==> config.mk <==
export PLATFORM = sky130hd
export DESIGN_NAME = tmux_n_reg
export DESIGN_NICKNAME = d
export VERILOG_FILES = /design/src/rtl/tmux_pkg.sv /design/src/rtl/tmux_onehot_chk.sv /design/src/rtl/tmux_n_reg.sv
export SDC_FILE = /design/constraint.sdc
export NUM_CORES = 1
export LEC_CHECK = 0
export CORE_MARGIN = 2
export CORE_UTILIZATION = 30
export CTS_CLUSTER_DIAMETER = 120
export CTS_CLUSTER_SIZE = 12
export DETAILED_ROUTE_END_ITERATION = 7
export HOLD_SLACK_MARGIN = 0.15
export PLACE_DENSITY = 0.75
export REMOVE_ABC_BUFFERS = 1
export SKIP_CTS_REPAIR_TIMING = 1
export SYNTH_ARGS = -nofsm -noshare
export SYNTH_HDL_FRONTEND = slang
export SYNTH_SLANG_ARGS = --single-unit
==> constraint.sdc <==
create_clock -name clk -period 1.55 [get_ports clk]
set_input_delay 0.31 -clock clk [delete_from_list [all_inputs] [get_ports clk]]
set_output_delay 0.31 -clock clk [all_outputs]
set_load 0.02 [all_outputs]
==> src/rtl/tmux_pkg.sv <==
// Shared constants for the registered one-hot mux: mode encodings and error counter sizing.
// No logic, no latency, no backpressure.
// Imported by tmux_n_reg and tmux_onehot_chk.
package tmux_pkg;

    localparam int TMUX_MODE_ANDOR = 0;
    localparam int TMUX_MODE_PRIO  = 1;

    localparam int             ERR_CNT_W   = 8;
    localparam logic [ERR_CNT_W-1:0] ERR_CNT_MAX = 8'hFF;

endpackage

==> src/rtl/tmux_onehot_chk.sv <==
// Classifies a select vector as empty or multi-hot (one-hot when neither flag is set).
// Latency: purely combinational.
// Backpressure: none.
module tmux_onehot_chk
    import tmux_pkg::*;
#(
    parameter int N = 4
) (
    input  logic [N-1:0] vec,
    output logic         is_zero,
    output logic         is_multi
);

    // Clearing the lowest set bit leaves something only when two or more bits were set.
    logic [N-1:0] low_cleared;

    assign low_cleared = vec & (vec - N'(1));
    assign is_zero     = ~|vec;
    assign is_multi    = |low_cleared;

endmodule

==> src/rtl/tmux_n_reg.sv <==
// N-channel one-hot select mux with a registered output and valid/ready handshake; TMUX_ONEHOT_CHECK_EN adds sel_err/err_cnt.
// Latency: 1 cycle from accept to out_valid/result.
// Backpressure: in_ready = ~out_valid | out_ready; output register holds while stalled.
module tmux_n_reg
    import tmux_pkg::*;
#(
    parameter int WIDTH    = 32,
    parameter int N        = 4,
    parameter int PRIORITY = TMUX_MODE_ANDOR
) (
    input  logic                 clk,
    input  logic                 resetn,
    input  logic                 in_valid,
    output logic                 in_ready,
    input  logic [N-1:0]         sel,
    input  logic [N*WIDTH-1:0]   src,
    output logic                 out_valid,
    input  logic                 out_ready,
    output logic [WIDTH-1:0]     result,
    output logic                 sel_err,
    output logic [ERR_CNT_W-1:0] err_cnt
);

    logic             accept;
    logic [WIDTH-1:0] mux_dat;

    assign in_ready = ~out_valid | out_ready;
    assign accept   = in_valid & in_ready;

    generate
        if (PRIORITY == TMUX_MODE_PRIO) begin : g_prio
            // Walk from the top down so the lowest asserted index is the last writer.
            always_comb begin
                mux_dat = '0;
                for (int i = N - 1; i >= 0; i--) begin
                    if (sel[i]) begin
                        mux_dat = src[i*WIDTH +: WIDTH];
                    end
                end
            end
        end else begin : g_andor
            always_comb begin
                mux_dat = '0;
                for (int i = 0; i < N; i++) begin
                    mux_dat = mux_dat | ({WIDTH{sel[i]}} & src[i*WIDTH +: WIDTH]);
                end
            end
        end
    endgenerate

    always_ff @(posedge clk or negedge resetn) begin
        if (!resetn) begin
            out_valid <= 1'b0;
            result    <= '0;
        end else if (accept) begin
            out_valid <= 1'b1;
            result    <= mux_dat;
        end else if (out_ready) begin
            out_valid <= 1'b0;
        end
    end

`ifdef TMUX_ONEHOT_CHECK_EN
    logic                 sel_zero;
    logic                 sel_multi;
    logic                 sel_bad;
    logic                 sel_err_q;
    logic [ERR_CNT_W-1:0] err_cnt_q;

    tmux_onehot_chk #(
        .N (N)
    ) u_onehot_chk (
        .vec      (sel),
        .is_zero  (sel_zero),
        .is_multi (sel_multi)
    );

    assign sel_bad = sel_zero | sel_multi;

    always_ff @(posedge clk or negedge resetn) begin
        if (!resetn) begin
            sel_err_q <= 1'b0;
            err_cnt_q <= '0;
        end else if (accept) begin
            sel_err_q <= sel_bad;
            if (sel_bad && (err_cnt_q != ERR_CNT_MAX)) begin
                err_cnt_q <= err_cnt_q + ERR_CNT_W'(1);
            end
        end
    end

    assign sel_err = sel_err_q;
    assign err_cnt = err_cnt_q;
`else
    assign sel_err = 1'b0;
    assign err_cnt = '0;
`endif

endmodule

[Yosys cells after proc, flatten, opt, wreduce, memory -nomap -nowiden]
Cells that the tools add are included.
Cells by class
  reduce and logical (&&, ||, !) cells: 1
  mux-type cells: 2
  bitwise logic cells: 10
Operators with widths (number)
  32-bit bitwise AND: 4
  32-bit bitwise OR: 3
  1-bit 2-to-1 mux: 2
  2-bit nonzero test: 1
  1-bit bitwise AND: 1
  1-bit inverter: 1
  1-bit bitwise OR: 1
Word-level totals
  input bits: 136
  register bits after elaboration: 33
  output and inout port bits: 43
  logic and storage cells: 15

[Logic depth before layout (Yosys ltp)]
  word-level depth: 4
  gate-level depth with buffers: 5
  depth with buffers taken out: 3

[Worst setup path before layout]
OpenSTA, ideal clock, no wires.
  kind: register -> output
  start point: register out_valid
  end point: output port in_ready
  path slack: 324 ps
  cell stages (with the launch flop): 4
  data arrival time: 916 ps
  data required time: 1240 ps
  path buffers: 2
  path through: dfrtp_1 -> nand2b_4 -> buf_6 -> buf_2
On the way
  longest elaborated chain between the ends: 2
RTL lines
  from (decl): line tmux_n_reg.sv:17  | output logic out_valid,
  from (signal assigned): line tmux_n_reg.sv:53  | out_valid <= 1'b0;
  from (signal assigned): line tmux_n_reg.sv:56  | out_valid <= 1'b1;
  from (signal assigned): line tmux_n_reg.sv:59  | out_valid <= 1'b0;
  1-bit inverter: line tmux_n_reg.sv:27  | assign in_ready = ~out_valid | out_ready;
  1-bit bitwise OR: line tmux_n_reg.sv:27
  to (decl): line tmux_n_reg.sv:14  | output logic in_ready,
Every way passes these cells.

[Worst setup path in the final report]
  start point: input port out_ready
  end point: output port in_ready
On the way
  longest elaborated chain between the ends: 1
RTL lines
  from (decl): line tmux_n_reg.sv:18  | input logic out_ready,
  1-bit bitwise OR: line tmux_n_reg.sv:27
Every way passes these cells.

==> summary.md <==
| Metric | Value |
|---|---|
| Status | `complete, no violations` |
| Reg power frac | `a little over a third` |
| IO Port Bufs | `169` |
| Max Freq | `687.9 MHz` |
| Mapped cell area | `between 0.002 and 0.0025 sq mm` |
| Min-Delay Path Class | `in2async` |
| Internal power | `2016 uW` |
| Final Max Tran Viols | `0` |
| Final Util | `56.78%` |
| Final critical-path share of the clock period | `93.79%` |
| Wire per inst | `approximately 17 um` |
| CP Class | `in2out` |
| Sink Count | `33` |
| Worst r2r path cells | `4` |
| Nets | `between 400 and 500` |
| Worst Path Arrival | `1140 ps` |
| Routed WL | `7683 um` |
| Layout fillers | `654` |
| Sequential fraction of the synthesis area | `37.04%` |
| Maximum number of pins on one net before global-route repair | `66` |
| Initial antenna violation count | `0` |
| Mean post-synth cell area | `11.20 sq um` |
| Layout cells sized above 1 | `14.48%` |
| Vias/cell | `5.210` |
| Gpl congestion | `0.6731` |
| Clock power frac | `22.0%` |
| Yosys top cell area share | `between 30% and 40%` |
| Vias after detailed routing | `2386` |
| Worst VDD drop | `roughly 0.00034 V` |
| Max Cap Viol | `0` |
| Placed Cells | `450` |
| Drt drc | `0` |
| Logic pwr share | `42.4%` |
| Reg-to-Reg End | `result[17]$_DFFE_PN0P_` |
| Vias in the first global route | `2424` |
| CP Launch Type | `input pin` |
| Power Dens Cells | `712.3 mW/mm^2` |
| RSZ-0062 raised after global routing | `false` |
| Netlist cell types | `15` |
| Cts bufs inserted | `5` |
| DRT Pass-1 Iters | `4` |
| Sw power | `902.5 uW` |
| Gr ovfl total | `0` |
| Die Footprint | `between 0.008 and 0.009 sq mm` |
| Yosys top cell by area | `dfrtp_1` |
| Hpwl dp | `around 5600 um` |
| Synth area leaders | `dfrtp_1 (37%), a221oi_2 (21%), a22o_1 (13%)` |
| H-tree depth | `2` |
| Yosys warns | `0` |
| Synth Register Bits | `33` |
| Final hold slack | `527.7 ps` |
| Max clock buf depth | `2` |
| Tot GR Track Use | `a little under a fifth` |
| Reg2reg start | `out_valid$_DFFE_PN0P_` |
| Synth Instances | `roughly 200` |
| Clk_lat worst skew | `~270 ps` |
| Wire length of the first global-routing pass | `12040 um` |
| Main synth FF type | `dfrtp_1` |
| Number of nets with antenna violations after routing | `0` |
| DRT iter0 DRCs | `90` |
| Post-synth top cells | `dfrtp_1 (33), a21oi_1 (32), a22o_1 (32), a31oi_1 (32), a221oi_2 (31)` |
| Critical path capture point type | `primary output` |
| Die Ht | `90.21 um` |
| Asr flop ratio synth | `100.0%` |
| Starting Density | `roughly 31%` |
| CP max FO | `3` |
| Root buffer cell | `clkbuf_8` |
| Endpoints failing setup | `0` |
| R2R setup slack | `360 ps` |
| Die extent in x | `90.21 um` |
| Count leader, synth | `dfrtp_1` |
| Placement row count | `31` |
| # IOs | `179` |
| Switching Fraction | `30.93%` |
| Post-synth EDFFs | `0` |
| Synth-to-layout area growth | `83.73%` |
| Final worst path period need | `1454 ps` |
| Lkg Pwr | `0.001664 uW` |
| Final Skew | `~1.7 ps` |
| N_diodes | `0` |
| Final Hold Violating Endpoints | `0` |
| Clk pin slew, worst setup/hold paths | `60 ps` |
| Worst EP required | `1240 ps` |
| Final std cells w/o fill | `458` |
| CTS tree | `built` |
| Core footprint | `0.007214 sq mm` |
==> worst max path at each step <==
stage / start / endpoint / slack, ps
after global routing: out_ready / in_ready / 70
after global placement: out_ready / in_ready / -270
final: out_ready / in_ready / 100
after detailed placement: out_ready / in_ready / -280
after floorplan: out_valid$_DFFE_PN0P_ / result[0]$_DFFE_PN0P_ / 290
after CTS: out_ready / in_ready / -280
==> worst max-delay path, cell delays in order <==
cell and delay (ps):
clkdlybuf4s50_1 460, nand2b_4 140, dlymetal6s2s_1 230
==> final cells by class <==
| type | count | area [sq um] | share of cell area, % |
|---|---|---|---|
| Clock buffer | 7 | 86.33 | 2.108 |
| Multi-Input combinational cell | 139 | 1169 | 28.53 |
| Sequential cell | 33 | 825.8 | 20.16 |
| Tap cell | 99 | 123.9 | 3.024 |
| Timing Repair Buffer | 180 | 1892 | 46.18 |
==> power by group through the flow <==
stage	Sequential, uW	Combinational, uW	Clock, uW
5_1_grt	1050	1320	695
6_report	1040	1240	641
4_1_cts	1050	1270	667
3_3_place_gp	1060	1250	0
2_1_floorplan	1210	300	0
3_5_place_dp	1060	1260	0
==> layer usage <==
metal / track usage, % / part of all wire (%)
met5: 0 / 0
met4: 5.256 / 1.6
met3: 6.035 / 8.3
met2: 31.33 / 50
met1: 22.23 / 40
==> kinds of logic after synthesis <==
group	synth area share, %
buffers and inverters	11.90
AO/OA/AOI/OAI	50.00
flip-flops	37.04
AND/OR/NAND/NOR	0.8979
other	0.1682
==> layout by cell type (no fill, tap or decap), drive strengths merged <==
cell           Yosys  routed
a21oi             32      32
a221oi            32      32
a22o              32      32
a31oi             32      32
buf               24      14
clkbuf            10       7
clkdlybuf4s50      0     131
conb               1       9
dfrtp             33      33
dlygate4sd3        0       1
dlymetal6s2s       0      34
nand2b             2       2
==> registers in the layout, summed over array words and instances, names as in the netlist <==
register and flops:
result 32, out_valid 1
==> metrics by stage <==
| step | instance area (sq um) | worst slack, ps | TNS [ps] | total power (uW) |
|---|---|---|---|---|
| floorplan | 1994 | 294.9 | 0 | 1511 |
| global placement | 3915 | -265.1 | -1219 | 2301 |
| detailed placement | 3915 | -275.7 | -2130 | 2325 |
| CTS | 4001 | -282.3 | -773.7 | 2979 |
| global route | 4096 | 73.42 | 0 | 3070 |
| finish | 4096 | 96.28 | 0 | 2918 |
(Power assumes the default switching activity.)
